==> src/rtl/video_pkg.sv <==
// -----------------------------------------------------------------------------
// video_pkg
// Shared video definitions for the pixel generator and its output stage:
// default screen geometry, colour width and the per-pixel beat record that
// travels from the generator into the output FIFO.
// -----------------------------------------------------------------------------
package video_pkg;

   localparam int DEF_RBG_SIZE      = 24;
   localparam int DEF_SCREEN_WIDTH  = 640;
   localparam int DEF_SCREEN_HEIGHT = 480;

   // One pixel beat as produced by the generator.
   typedef struct packed {
      logic [DEF_RBG_SIZE-1:0] colour;
      logic                    first;   // pixel (0,0) of a frame
      logic                    last_x;  // last pixel of a line
   } pixel_beat_t;

endpackage

==> src/rtl/sync_fifo.sv <==
// -----------------------------------------------------------------------------
// sync_fifo
// Single-clock show-ahead FIFO. The head entry is visible on rd_data whenever
// empty is low. A push on a full FIFO is accepted only when a pop happens in
// the same cycle; otherwise it is refused (wr_accept low). A pop on an empty
// FIFO is ignored.
//
// Ports:
//   clk, reset   clock, synchronous active-high reset
//   push         write request, wr_data   write data
//   wr_accept    push was taken this cycle
//   pop          read request (ignored when empty)
//   rd_data      head entry (show-ahead)
//   empty, full  status, count  current occupancy (0..DEPTH)
// -----------------------------------------------------------------------------
module sync_fifo #(
   parameter  int WIDTH = 8,
   parameter  int DEPTH = 4,
   localparam int PTR_W = $clog2(DEPTH),
   localparam int CNT_W = $clog2(DEPTH) + 1
) (
   input  logic             clk,
   input  logic             reset,
   input  logic             push,
   input  logic [WIDTH-1:0] wr_data,
   output logic             wr_accept,
   input  logic             pop,
   output logic [WIDTH-1:0] rd_data,
   output logic             empty,
   output logic             full,
   output logic [CNT_W-1:0] count
);

   logic [WIDTH-1:0] mem_q [DEPTH];
   logic [PTR_W-1:0] wr_ptr_q, wr_ptr_d;
   logic [PTR_W-1:0] rd_ptr_q, rd_ptr_d;
   logic [CNT_W-1:0] count_q, count_d;
   logic             pop_ok;

   assign empty     = (count_q == '0);
   assign full      = (count_q == CNT_W'(DEPTH));
   assign pop_ok    = pop && !empty;
   assign wr_accept = push && (!full || pop_ok);
   assign rd_data   = mem_q[rd_ptr_q];
   assign count     = count_q;

   always_comb begin
      // NOTE: every always_comb output gets a default first so no path leaves it unassigned (no latch).
      wr_ptr_d = wr_ptr_q;
      rd_ptr_d = rd_ptr_q;
      count_d  = count_q;
      if (wr_accept) wr_ptr_d = wr_ptr_q + 1'b1;
      if (pop_ok)    rd_ptr_d = rd_ptr_q + 1'b1;
      case ({wr_accept, pop_ok})
         2'b10:   count_d = count_q + 1'b1;
         2'b01:   count_d = count_q - 1'b1;
         default: count_d = count_q;
      endcase
   end

   // NOTE: sequential state uses non-blocking assignments so all flops update together at the edge.
   always_ff @(posedge clk) begin
      if (reset) begin
         wr_ptr_q <= '0;
         rd_ptr_q <= '0;
         count_q  <= '0;
      end else begin
         wr_ptr_q <= wr_ptr_d;
         rd_ptr_q <= rd_ptr_d;
         count_q  <= count_d;
      end
   end

   // NOTE: storage is deliberately not reset; count/pointers define what is valid, and the top gates outputs.
   always_ff @(posedge clk) begin
      if (wr_accept) mem_q[wr_ptr_q] <= wr_data;
   end

endmodule

==> src/rtl/pixel_stream_out.sv <==
// -----------------------------------------------------------------------------
// pixel_stream_out
// Output stage behind the pixel generator. Buffers generator beats in a small
// FIFO and re-emits them as an AXI4-Stream video stream (tuser = start of
// frame, tlast = end of line). Produces the ready backpressure the generator
// samples and checks line/frame framing on every accepted beat.
//
// Ports:
//   clk, reset                      clock, synchronous active-high reset
//   in_colour/in_first/in_last_x    generator beat, qualified by in_valid
//   in_ready                        generator may issue a beat next cycle
//   m_tdata/m_tuser/m_tlast/m_tvalid/m_tready   AXI4-Stream master
//   frame_count                     frames started (wraps)
//   line_err/frame_err/ovf_err      sticky framing / overflow flags
//
// RBG_SIZE must equal the package colour width because the beat struct is
// shared with the generator.
// -----------------------------------------------------------------------------
module pixel_stream_out
   import video_pkg::*;
#(
   parameter int RBG_SIZE      = DEF_RBG_SIZE,
   parameter int SCREEN_WIDTH  = DEF_SCREEN_WIDTH,
   parameter int SCREEN_HEIGHT = DEF_SCREEN_HEIGHT,
   parameter int DEPTH         = 4
) (
   input  logic                clk,
   input  logic                reset,
   input  logic [RBG_SIZE-1:0] in_colour,
   input  logic                in_first,
   input  logic                in_last_x,
   input  logic                in_valid,
   output logic                in_ready,
   output logic [RBG_SIZE-1:0] m_tdata,
   output logic                m_tuser,
   output logic                m_tlast,
   output logic                m_tvalid,
   input  logic                m_tready,
   output logic [15:0]         frame_count,
   output logic                line_err,
   output logic                frame_err,
   output logic                ovf_err
);

   localparam int CNT_W = $clog2(DEPTH) + 1;
   localparam int X_W   = $clog2(SCREEN_WIDTH);
   localparam int Y_W   = $clog2(SCREEN_HEIGHT);
   localparam logic [X_W-1:0] X_LAST = X_W'(SCREEN_WIDTH - 1);
   localparam logic [Y_W-1:0] Y_LAST = Y_W'(SCREEN_HEIGHT - 1);

   pixel_beat_t      wr_beat, rd_beat;
   logic             wr_accept, fifo_empty, fifo_full;
   logic [CNT_W-1:0] fifo_count;

   assign wr_beat = '{colour: in_colour, first: in_first, last_x: in_last_x};

   // in_valid is not gated by in_ready: the generator's valid lags its ready
   // sample by a cycle, so one beat may still arrive after ready falls.
   sync_fifo #(
      .WIDTH ($bits(pixel_beat_t)),
      .DEPTH (DEPTH)
   ) u_fifo (
      .clk       (clk),
      .reset     (reset),
      .push      (in_valid),
      .wr_data   (wr_beat),
      .wr_accept (wr_accept),
      .pop       (m_tready),
      .rd_data   (rd_beat),
      .empty     (fifo_empty),
      .full      (fifo_full),
      .count     (fifo_count)
   );

   // Ready leaves one free slot for the beat already in flight.
   assign in_ready = (fifo_count < CNT_W'(DEPTH - 1));

   // Payload is forced to zero while idle so unwritten storage never shows.
   assign m_tvalid = !fifo_empty;
   assign m_tdata  = m_tvalid ? rd_beat.colour : '0;
   assign m_tuser  = m_tvalid & rd_beat.first;
   assign m_tlast  = m_tvalid & rd_beat.last_x;

   // ---------------------------------------------------------------- framing
   logic [X_W-1:0] x_cnt_q, x_cnt_d, x_cur;
   logic [Y_W-1:0] y_cnt_q, y_cnt_d, y_cur;
   logic [15:0]    frame_count_q, frame_count_d;
   logic           line_err_q, line_err_d;
   logic           frame_err_q, frame_err_d;
   logic           ovf_err_q, ovf_err_d;
   logic           line_end;

   always_comb begin
      x_cnt_d       = x_cnt_q;
      y_cnt_d       = y_cnt_q;
      frame_count_d = frame_count_q;
      line_err_d    = line_err_q;
      frame_err_d   = frame_err_q;
      ovf_err_d     = ovf_err_q | (in_valid & ~wr_accept);
      x_cur         = x_cnt_q;
      y_cur         = y_cnt_q;
      line_end      = 1'b0;

      // Only accepted beats move the position; dropped beats are invisible.
      if (wr_accept) begin
         if (in_first) begin
            if (x_cnt_q != '0 || y_cnt_q != '0) frame_err_d = 1'b1;
            x_cur         = '0;
            y_cur         = '0;
            frame_count_d = frame_count_q + 16'd1;
         end
         // A misplaced or missing last_x is flagged, but the line still closes
         // so the checker stays aligned with whatever the generator does next.
         line_end = in_last_x || (x_cur == X_LAST);
         if (in_last_x != (x_cur == X_LAST)) line_err_d = 1'b1;
         if (line_end) begin
            x_cnt_d = '0;
            y_cnt_d = (y_cur == Y_LAST) ? '0 : y_cur + 1'b1;
         end else begin
            x_cnt_d = x_cur + 1'b1;
            y_cnt_d = y_cur;
         end
      end
   end

   always_ff @(posedge clk) begin
      if (reset) begin
         x_cnt_q       <= '0;
         y_cnt_q       <= '0;
         frame_count_q <= '0;
         line_err_q    <= 1'b0;
         frame_err_q   <= 1'b0;
         ovf_err_q     <= 1'b0;
      end else begin
         x_cnt_q       <= x_cnt_d;
         y_cnt_q       <= y_cnt_d;
         frame_count_q <= frame_count_d;
         line_err_q    <= line_err_d;
         frame_err_q   <= frame_err_d;
         ovf_err_q     <= ovf_err_d;
      end
   end

   assign frame_count = frame_count_q;
   assign line_err    = line_err_q;
   assign frame_err   = frame_err_q;
   assign ovf_err     = ovf_err_q;

endmodule
==> config.mk <==
export PLATFORM = sky130hd
export DESIGN_NAME = pixel_stream_out
export DESIGN_NICKNAME = d
export VERILOG_FILES = /design/src/rtl/video_pkg.sv /design/src/rtl/sync_fifo.sv /design/src/rtl/pixel_stream_out.sv
export SDC_FILE = /design/constraint.sdc
export NUM_CORES = 1
export LEC_CHECK = 0
export BUFFER_PORTS_ARGS = -buffer_cell sky130_fd_sc_hd__buf_2
export CELL_PAD_IN_SITES_DETAIL_PLACEMENT = 1
export CELL_PAD_IN_SITES_GLOBAL_PLACEMENT = 1
export CORE_ASPECT_RATIO = 0.75
export CORE_UTILIZATION = 48
export DETAILED_ROUTE_END_ITERATION = 10
export PLACE_DENSITY = 0.78
export SLEW_MARGIN = 20
export SYNTH_ARGS = -nofsm -noshare
export SYNTH_HDL_FRONTEND = slang
export SYNTH_SLANG_ARGS = --single-unit
==> constraint.sdc <==
create_clock -name clk -period 3.75 [get_ports clk]
set_input_delay 0 -clock clk [delete_from_list [all_inputs] [get_ports clk]]
set_output_delay 0 -clock clk [all_outputs]
set_load 0.02 [all_outputs]
# --- After elaboration in Yosys (flattened, before gate mapping) ---
# Memory sizes are Yosys's and may differ from the RTL's. A register that Yosys moved wholly into a read port is not among the register bits.
# Cells that the tools add are included.
word_totals:
  output_inout_bits: 47
  inputBits: 30
  memories: 1
  word_cells: 56
  ramBits: 104
  reg_bits: 45
mem_list:
  columns: ["memory", "words", "width", "read_ports", "rd_ports_with_merged_regs", "wr", "line_no", "text"]
  rows:
  - ["u_fifo.mem_q", 4, 26, 1, 1, 1, "sync_fifo.sv:34", "logic [WIDTH-1:0] mem_q [DEPTH];"]
classes:
  add_sub_neg: 7
  mux: 13
  bitwise: 5
  magnitude_cmp: 1
  reduce_logical: 14
  n_eq_ne: 6
op_table:
  columns: ["op", "count"]
  rows:
  - ["9-bit two-way mux", 4]
  - ["10-bit two-way mux", 3]
  - ["24-bit two-way mux", 1]
  - ["16-bit by 1-bit adder with 16-bit output, second input constant", 1]
  - ["10-bit by 1-bit adder with 10-bit output, second input constant", 1]
  - ["10-bit == test, second input constant", 1]
  - ["10-bit nonzero test", 1]
  - ["9-bit by 1-bit adder with 9-bit output, second input constant", 1]
  - ["9-bit == test, second input constant", 1]
  - ["9-bit nonzero test", 1]
  - ["3-bit one-hot mux with 2 select lines", 1]
  - ["2-bit by 1-bit adder with 2-bit output, second input constant", 2]
  - ["2-bit two-way mux", 2]
  - ["2-bit AND reduction", 2]
  - ["3-bit by 1-bit adder with 3-bit output, second input constant", 1]
  - ["1-bit AND", 3]
  - ["3-bit == test, second input constant", 1]
  - ["3-bit logical NOT", 1]
  - ["1-bit logical OR", 3]
  - ["3-bit by 2-bit less-than comparator with 1-bit output, second input constant", 1]
  - ["3-bit AND reduction", 1]
  - ["3-bit by 1-bit subtractor with 3-bit output, second input constant", 1]
  - ["2-bit by 1-bit == test with 1-bit output, second input constant", 1]
  - ["2-bit == test, second input constant", 1]
  - ["other kinds (7)", 10]

# --- Depth between registers and ports, before layout ---
depth:
  word_depth: 9
  ltp_mapped: 11
  mapped_depth_nobuf: 9

# --- Modules after synthesis ---
# Synthesis repeated with hierarchy kept, for this count alone.
hier_totals:
  cells_unflattened: 477
  area_unflattened_um2: 6497.5
by_module_without_submodules:
  columns: ["module", "n_inst", "area_per_inst_um2", "cells_per_inst", "seq_area_each_um2"]
  rows:
  - ["sync_fifo", 1, 4345.4, 203, 3303.2]
  - ["pixel_stream_out", 1, 2152.1, 274, 760.7]

# --- Least setup slack after synthesis ---
# OpenSTA, ideal clock, no wires.
synth_path:
  path_kind: "register to register"
  from: "register x_cnt_q[0]"
  to: "register y_cnt_q[5]"
  t_arrival_ns: 2.522
  slack_ns: 1.158
  stages_incl_launch_ff: 11
  n_path_buf: 1
  setup_time_ns: 0.071
  path_cell_list: "dfxtp_1 -> clkbuf_1 -> nor2b_1 -> ha_1 -> and4b_1 -> nand4_1 -> ha_1 -> and4bb_2 -> nand4_1 -> or4_1 -> a21oi_1"
synth_via:
  elab_chain_cells: 5
synth_rtl:
  columns: ["element", "line_no", "text"]
  rows:
  - ["start, declared", "pixel_stream_out.sv:85", "logic [X_W-1:0] x_cnt_q, x_cnt_d, x_cur;"]
  - ["start signal, assigned", "pixel_stream_out.sv:135", "x_cnt_q <= x_cnt_d;"]
  - ["10-bit two-way mux", "pixel_stream_out.sv:106", "if (in_first) begin"]
  - ["10-bit two-way mux", "pixel_stream_out.sv:105", "if (wr_accept) begin"]
  - ["10-bit == test", "pixel_stream_out.sv:114", "line_end = in_last_x || (x_cur == X_LAST);"]
  - ["1-bit logical OR", "pixel_stream_out.sv:114", null]
  - ["9-bit two-way mux", "pixel_stream_out.sv:116", "if (line_end) begin"]
  - ["end signal, assigned", "pixel_stream_out.sv:136", "y_cnt_q <= y_cnt_d;"]
  - ["end, declared", "pixel_stream_out.sv:86", "logic [Y_W-1:0] y_cnt_q, y_cnt_d, y_cur;"]
# No other way between the ends. The select of a mux whose other input is x is not followed.
# A chain may end at the register's enable or synchronous reset.

# --- Worst setup path in the final report ---
layout_path:
  from: "register x_cnt_q[0]"
  to: "register y_cnt_q[6]"
# Same word-level chain as after synthesis.

==> run metrics <==
status=complete, no violations; CTS tree=built; Syn Area/Cell=about 14 µm²; Fin Setup TNS=0 ps; post-route ant nets=0; Die H=about 100 µm; total CTS buffers=17; area share of the largest cell type after synthesis=0.483; Wirelength per Cell=approximately 22 µm; Critical Path Fanout Max=9; H-tree levels=4; Slew @ Worst Pin=~1000 ps; GRT Residual Overflow=0; register bit count reported by yosys=roughly 150; Max VDD drop=roughly 0.34 mV; Horiz. Die Dim=around 140 µm; Max Slew Vio Count=0; clock sink count=~150; Clock Power Share=0.390; routed wire length=about 16 mm; Starting DRT DRC Count=just under 200; Post-Syn Instances=between 400 and 500; Initial DRT Pass Iterations=4; Port Buffer Count=76; fin crit period=3060 ps; Clock transition at path regs=60 ps; crit path DAT=3310 ps; unrepaired setup endpoints after global routing=false; Area Growth Syn to Fin=20.3%; first-pass GRT wire length=25.4 mm; final worst path period share=0.816; Max clock buf depth=2; Synth top cells by count=edfxtp_1, dfxtp_1, and2_1, nor2_1, mux4_2; count leader, synth=edfxtp_1; syn_nets=approximately 510; vias in the first global route=roughly 4600; PwrDens=559 mW/mm²; Die ar.=~0.014 mm²; number of synthesized flops with an enable pin=approximately 100; Max Clk Rate=0.327 GHz; relative slew slack=0.322; GRT Overall Usage=0.248; Fin. Hold Viols=0; Int Pwr=about 3.2 mW; post-synth design cell area=about 0.0065 mm²; share of power burned in registers=0.453; ys async rst share=0; max_cap viols=0; DP Wirelength=9.19 mm; nets=609; initial antenna violation count=0; DRC=0; P_sw=roughly 1.2 mW; startpoint types=register; WP data required=approximately 4000 ps; post-cts sizing count=0; final setup vio count=0; Yosys Warn Count=0; layout cells sized above 1=0.250; Setup Skew=approximately 8.6 ps; Synth Flop Type=edfxtp_1; global placement routability congestion=~0.84; Final Util=0.596; Final Total Pwr=4.35 mW; Seq/Total Area, Yosys=0.628; I/O pin total=77; Setup Buffers After CTS=0; Sw Share=0.269; largest net degree at the start of global routing=50; Combinational Power Share=0.157; Initial Util=0.495; Core ar.=~0.013 mm²; via count=4426; crit end category=register; critical path class=reg -> reg; largest area contributor in the netlist=edfxtp_1; worst min path class=in -> reg; ant diodes=0; Via density=approximately 5.9; worst-skew pair later-pin latency=between 400 and 500 ps; Leak=2.80 nW; CTS root buffer=clkbuf_16; Row Count=36; hold_ws=101 ps; largest cells by area after synthesis=edfxtp_1, dfxtp_1, mux4_2, and2_1, xor2_1; Distinct cells, synth=52
[through the flow]
step / setup slack, ps / instance area, µm² / std cells
floorplan: 1160 / 6470 / 473
global placement: 969 / 6950 / 697
detailed placement: 804 / 6950 / 697
CTS: 702 / 7780 / 754
global route: 367 / 7780 / 754
finish: 689 / 7780 / 754
[kinds of logic (layout without fill, tap and decap cells)]
logic type | Yosys count | count (layout) | synth area share
buffers and inverters | 40 | 150 | 0.0311
flip-flops | 151 | 151 | 0.628
adder cells (fa/ha/maj) | 9 | 9 | 0.0186
AO/OA/AOI/OAI | 64 | 64 | 0.0623
XOR/XNOR | 15 | 15 | 0.0203
AND/OR/NAND/NOR | 166 | 166 | 0.145
multiplexers | 28 | 28 | 0.0938
[worst max-delay path, cell delays in order (launching register included)]
cell and delay [ps]:
dfxtp_1 450, nor2b_1 290, ha_1 270, and4b_1 300, nand4_1 140, ha_1 340
nand4b_1 350, nor4_1 460, o311a_1 230, a211oi_1 50
[flip-flops by register name, indices dropped and copies added (netlist names), named ones only]
signal and count:
u_fifo.wr_ptr_q 2, frame_err 1, y_cnt_q 9, ovf_err 1
frame_count 16, x_cnt_q 10, u_fifo.count 3, line_err 1
u_fifo.mem_q 104, u_fifo.rd_ptr_q 2
[routing by layer]
layer | global-route usage | wire length (µm) | up-vias
li1 | - | - | 2007
met1 | 0.326 | 7150 | 2261
met2 | 0.415 | 8090 | 134
met3 | 0.0482 | 740 | 24
met4 | 0.0889 | 300 | 0
met5 | 0 | 0 | -
[final timing paths]
check,to,cells past startpoint,from,slack (ps)
setup / recovery,y_cnt_q[6],9,x_cnt_q[0],690
hold / removal,register,4,m_tready,100
setup reg to reg,y_cnt_q[6],9,x_cnt_q[0],690
hold reg to reg,ovf_err,2,ovf_err,470
[power by group through the flow]
stage / sequential, mW / combinational [mW] / clock, mW
6_report: 1.97 / 0.684 / 1.70
5_1_grt: 1.98 / 0.730 / 1.78
4_1_cts: 1.97 / 0.689 / 1.72
3_5_place_dp: 2.00 / 0.654 / 0
3_3_place_gp: 1.99 / 0.635 / 0
2_1_floorplan: 1.94 / 0.491 / 0
[layout by cell type (no fill, tap or decap), types with 3 or more instances in the layout]
cell and count:
edfxtp_1 104, buf_2 76, dfxtp_1 45, and2_1 29, nor2_1 28, mux4_2 26
dlygate4sd3_1 25, nand3_1 22, a21oi_1 22, clkbuf_16 19, nand2_1 18, or3_1 15
o21ai_0 13, xor2_1 13, inv_1 11, nand4_1 11, and3_1 9, a31oi_1 9
ha_1 8, nor2b_1 7, inv_4 6, buf_4 6, and4_1 5, nor4_1 4
or4_1 4, nand2b_1 3, a41oi_1 3, clkbuf_2 3
[repair_timing]
| item | CTS | global route |
|---|---|---|
| setup endpoints to repair | 0 | 0 |
| endpoints found under the hold margin | 100 | 0 |
| hold buffers | 25 | 0 |
[layout make-up]
class                           instances  area, µm²
Fill cell                            1293       5280
Sequential cell                       151       4070
Multi-Input combinational cell        282       2200
Timing Repair Buffer                  107        676
Clock buffer                           23        494
Tap cell                              171        214
Clock inverter                          9       85.1
Inverter                               11       41.3
No activity file was read; power rests on OpenSTA's default activity.
